===== src/rtl/spi_master_arbiter.sv =====
// spi_master_arbiter: round-robin sharing of one SPI master among four requesters, with timeout and inter-transaction gap
module spi_master_arbiter #(
    parameter logic [15:0] TIMEOUT = 16'd4096,
    parameter logic [1:0]  GAP_CYC = 2'd2
) (
    input  logic         clk,
    input  logic         rst_n,
    input  logic [3:0]   req,
    input  logic [15:0]  req_len,
    input  logic [15:0]  req_period,
    input  logic [3:0]   req_loop,
    input  logic [127:0] req_odata,
    output logic [3:0]   gnt,
    output logic [3:0]   done,
    output logic [3:0]   err,
    output logic [31:0]  rdata,
    output logic         busy,
    output logic         spi_start,
    output logic         spi_loop,
    output logic [3:0]   spi_len,
    output logic [3:0]   spi_period,
    output logic [31:0]  spi_odata,
    input  logic         spi_end,
    input  logic [31:0]  spi_idata
);
    localparam logic [1:0] IDLE = 2'd0, RUN = 2'd1, GAP = 2'd2;
    // The IDLE arbitration cycle is the last low cycle of the gap, so GAP itself lasts GAP_CYC-1 cycles.
    localparam logic [1:0] GAP_LAST = GAP_CYC - 2'd2;
    logic [1:0]  state, ptr, win, gap_cnt;
    logic [15:0] cnt;
    logic        fin_ok, tmo;
    assign fin_ok = spi_end && cnt != 16'd0;
    assign tmo = cnt == TIMEOUT;
    always_comb begin
        win = ptr;
        for (int i = 3; i >= 0; i--)
            if (req[ptr + 2'(i)]) win = ptr + 2'(i);
    end
    always_ff @(posedge clk or negedge rst_n) begin
        if (!rst_n) begin
            state      <= IDLE;
            ptr        <= '0;
            gap_cnt    <= '0;
            cnt        <= '0;
            gnt        <= '0;
            done       <= '0;
            err        <= '0;
            rdata      <= '0;
            busy       <= 1'b0;
            spi_start  <= 1'b0;
            spi_loop   <= 1'b0;
            spi_len    <= '0;
            spi_period <= '0;
            spi_odata  <= '0;
        end else begin
            done <= '0;
            err  <= '0;
            case (state)
                IDLE: if (|req) begin
                    state      <= RUN;
                    ptr        <= win + 2'd1;
                    cnt        <= '0;
                    busy       <= 1'b1;
                    gnt        <= 4'b0001 << win;
                    spi_start  <= 1'b1;
                    spi_len    <= req_len[4*win +: 4];
                    spi_period <= req_period[4*win +: 4];
                    spi_loop   <= req_loop[win];
                    spi_odata  <= req_odata[32*win +: 32];
                end
                RUN: begin
                    cnt <= cnt + 16'd1;
                    if (fin_ok || tmo) begin
                        done      <= fin_ok ? gnt : 4'd0;
                        err       <= fin_ok ? 4'd0 : gnt;
                        rdata     <= fin_ok ? spi_idata : rdata;
                        gnt       <= '0;
                        spi_start <= 1'b0;
                        gap_cnt   <= '0;
                        busy      <= GAP_CYC > 2'd1;
                        state     <= (GAP_CYC > 2'd1) ? GAP : IDLE;
                    end
                end
                GAP: if (gap_cnt == GAP_LAST) begin
                    state <= IDLE;
                    busy  <= 1'b0;
                end else begin
                    gap_cnt <= gap_cnt + 2'd1;
                end
                default: begin
                    state <= IDLE;
                    busy  <= 1'b0;
                end
            endcase
        end
    end
endmodule


===== config.mk =====
export PLATFORM = sky130hd
export DESIGN_NAME = spi_master_arbiter
export DESIGN_NICKNAME = d
export VERILOG_FILES = /design/src/rtl/spi_master_arbiter.sv
export SDC_FILE = /design/constraint.sdc
export NUM_CORES = 1
export LEC_CHECK = 0
export CAP_MARGIN = 30
export CORE_MARGIN = 4
export CORE_UTILIZATION = 35
export DETAILED_ROUTE_END_ITERATION = 6
export PLACE_DENSITY = 0.72
export SLEW_MARGIN = 20
export SYNTH_ARGS = -nofsm -noshare
export SYNTH_HDL_FRONTEND = slang
export SYNTH_SLANG_ARGS = --single-unit

===== constraint.sdc =====
create_clock -name clk -period 5.15 [get_ports clk]
set_clock_uncertainty 0.2 [all_clocks]
set_input_delay 0.515 -clock clk [delete_from_list [all_inputs] [get_ports clk]]
set_output_delay 0.515 -clock clk [all_outputs]
set_load 0.03 [all_outputs]

==> impl_metrics.csv <==
group,metric,value,unit
yosys,ys_async_sr_fraction,100,%
timing,tns,0,ps
timing,setup_viol,0,
status,outcome,"completed",
layout,register_area,2730,µm²
worst_setup_path,cp_data_arrival_time,3520,ps
worst_setup_path,worstPathCellList,"clkdlybuf4s50_1, nor2b_1, a2111o_2, nand2_8, mux2_4, a221o_1",
worst_hold_path,holdCritPathClass,"input pin to asynchronous set/reset pin",
timing,rsz0062_at_grt,"false",
yosys,syn_inst,538,
cts,clk_latency,350,ps
drt,wl,19200,µm
worst_setup_path,required,5180,ps
timing,tightest_slew,913,ps
power,p_leak,3.82,nW
layout,antenna_cells,0,
cts,cts.sinks,109,
cts,cts_max_level,3,
power,powerDensity,554,nW/µm²
worst_setup_path,slowest_stage,"a2111o_2",
global_route,grt_max_degree,58,
cts,cts_setup_buffers,0,
drt,drtAntennaViolNets,0,
placement,place_congestion,0.874,
worst_setup_path,cp-end-kind,"flop",
cts,clk_pin_slew,70,ps
floorplanning,start_util,35.5,%
drt,via_per_inst,5.20,
yosys,synth-seq-cells,109,
cts,hold_buffers,0,
yosys,yosysWarnings,0,
floorplanning,core_area,16500,µm²
drt,drc_errors,0,
global_route,antenna_found_initial,0,
power,p_total,5.12,mW
placement,dp.final_hpwl,14100,µm
layout,fillerInstances,1426,
layout,finalCoreUtilization,56.0,%
global_route,overflow,0,
worst_setup_path,r2r_cells,5,
yosys,netlist_area,5860,µm²
timing,finalCriticalPeriod,3490,ps
global_route,grtUsageTotal,19.4,%
worst_setup_path,cpPeakStageDelay,740,ps
worst_setup_path,timing.rr.start,"ptr[1]$_DFFE_PN0P_",
timing,hold_viol,0,
drt,wire_per_inst,18.7,µm
worst_setup_path,cp_max_fo,44,
cts,cts_tree,"yes",
yosys,ys_seq_area_share,46.5,%
floorplanning,placementRows,47,
layout,drive_gt1_share,9.41,%
worst_setup_path,crit_path_end,"spi_odata[9]$_DFFE_PN0P_",
layout,syn2layout_area_growth,57.7,%
timing,max_freq,0.287,GHz
worst_setup_path,crit_start,"req[0]",
drt,via_count,5346,
drt,dr.pass1.iters,5,
floorplanning,die_x,137,µm
layout,multi_input_area,2880,µm²
global_route,grt_pass1_vias,5178,
cts,cts_made_buffers,9,
floorplanning,die_height,137,µm
cts,clockBufferDepth,2,
placement,pre_cts_slack,1230,ps
timing,fin_crit_sh,67.7,%
timing,slew_violations,0,
layout,nets,1013,
yosys,syn_area_per_cell,10.9,µm²
yosys,ys.flop_type,"dfrtp_1",
worst_setup_path,reg2reg_to,"spi_odata[9]$_DFFE_PN0P_",
yosys,synth_fp_nets,748,
placement,port_buffers,289,
worst_setup_path,path_buf_inv,1,
cts,cts_resized,0,
run,cap_violations,0,
timing,slew_headroom,39.1,%
floorplanning,die-area,18900,µm²
yosys,synth_edf_count,0,
worst_setup_path,crit_path_start_kind,"input pin",
yosys,ys_types,48,
floorplanning,io_pins,290,
timing,fin_ws,1660,ps
drt,drtIter0Drc,238,
worst_setup_path,cpLargestDelayFamily,"compound AO/OA/AOI/OAI gates",
power,ir_drop,282,µV
global_route,grt_pass1_wl,28200,µm
worst_setup_path,r2r_setup_slack,1860,ps
worst_setup_path,cp_num_cells,6,
worst_setup_path,critPathKind,"input pin to flop",
cts,cts_root_buf,"clkbuf_16",
state kept, by name, summed over array words and instances, names as in the netlist, 2 cells and up:
| signal | count |
|---|---|
| rdata | 32 |
| gap_cnt | 2 |
| spi_period | 4 |
| ptr | 2 |
| spi_len | 4 |
| gnt | 4 |
| done | 4 |
| err | 4 |
| spi_odata | 32 |
| cnt | 16 |
| state | 2 |
synthesized netlist by cell type (2+ instances only):
cell        n  area share (%)
and3_1      2            0.21
o31ai_1     7            0.90
o21ai_0    53             4.5
buf_6       8             1.5
a21oi_1    44             3.8
a221o_1    42             7.2
mux2_1     34             6.5
mux2_4     37             9.5
nand3_1    56             4.8
nor2_1     17             1.1
buf_2      12             1.0
ha_1        7             1.5
dfrtp_1   109              47
inv_1      13            0.83
nand2_1    23             1.5
o211ai_1    2            0.26
nor3_1      3            0.26
buf_1       4            0.26
clkbuf_2    2            0.17
and2_1      5            0.53
mux2i_1     4            0.68
nor2b_1     4            0.43
nor4_1      2            0.21
clkbuf_1   17             1.1
o21bai_1    2            0.26
mux2_2      3            0.58
nand4_1     3            0.32
o21ai_1     2            0.17
nor4b_1     2            0.30
placed cells by master, fill, tap and decap left out, drive strengths merged, types with 3 or more instances in the layout:
cell,n
a21oi,44
a221o,42
and2,5
buf,10
clkbuf,12
clkdlybuf4s50,288
dfrtp,109
ha,7
inv,14
mux2,74
mux2i,4
nand2,24
nand3,56
nand4,3
nor2,18
nor2b,5
nor3,4
nor4,3
o211ai,3
o21ai,56
o31ai,7
through the flow:
step                      hold slack (ps)  cells  area, µm²
after floorplan                      19.4    538       5860
after global placement                273   1010       8870
after detailed placement              280   1011       8900
after CTS                            60.9   1027       9230
after global routing                 71.4   1028       9250
final                                37.4   1028       9250
where the power goes:
group	switching [mW]	leakage [nW]	internal, mW	total, mW
Clock	0.318	0.159	0.445	0.763
Combinational	1.62	2.29	1.32	2.94
Sequential	0.217	1.37	1.20	1.42
Total	2.16	3.82	2.97	5.12
worst register-to-register path, stage by stage, from the launching register on:
cell and delay (ps):
dfrtp_1 580, nor2b_2 290, a2111o_2 770, nand2_8 520
mux2_4 490, a221o_1 330
per-layer routing:
metal / share of wire [%] / global-route usage (%) / up-vias
met5: 0 / 0 / -
met2: 49 / 31.8 / 248
met1: 39 / 23.9 / 2539
li1: - / - / 2537
met4: 2.4 / 7.26 / 0
met3: 10 / 6.06 / 22
how the worst min path moves through the flow:
stage | end | slack [ps] | depth (start not counted)
after floorplan | busy$_DFFE_PN0P_ | 20 | 0
after global placement | rdata[29]$_DFFE_PN0P_ | 270 | 1
after detailed placement | rdata[23]$_DFFE_PN0P_ | 280 | 1
after CTS | spi_len[0]$_DFFE_PN0P_ | 60 | 1
after global routing | rdata[14]$_DFFE_PN0P_ | 70 | 1
final | rdata[14]$_DFFE_PN0P_ | 40 | 1
logic make-up after synthesis:
| kind of cell | share of synthesized area, % |
|---|---|
| and+or+nand+nor | 10.9 |
| xor gates and xnor gates | 0.149 |
| AOI/OAI and AO/OA | 18.6 |
| adders and majority gates | 1.49 |
| DFF | 46.5 |
| buffers and inverters | 5.04 |
| muxes | 17.3 |
area by class of cell:
| type | count | share of cell area [%] |
|---|---|---|
| Tap cell | 220 | 2.98 |
| Clock inverter | 4 | 0.866 |
| Inverter | 13 | 0.528 |
| Multi-Input combinational cell | 372 | 31.1 |
| Clock buffer | 12 | 2.67 |
| Sequential cell | 109 | 29.5 |
| Timing Repair Buffer | 298 | 32.3 |
No activity file was read; power rests on OpenSTA's default activity.
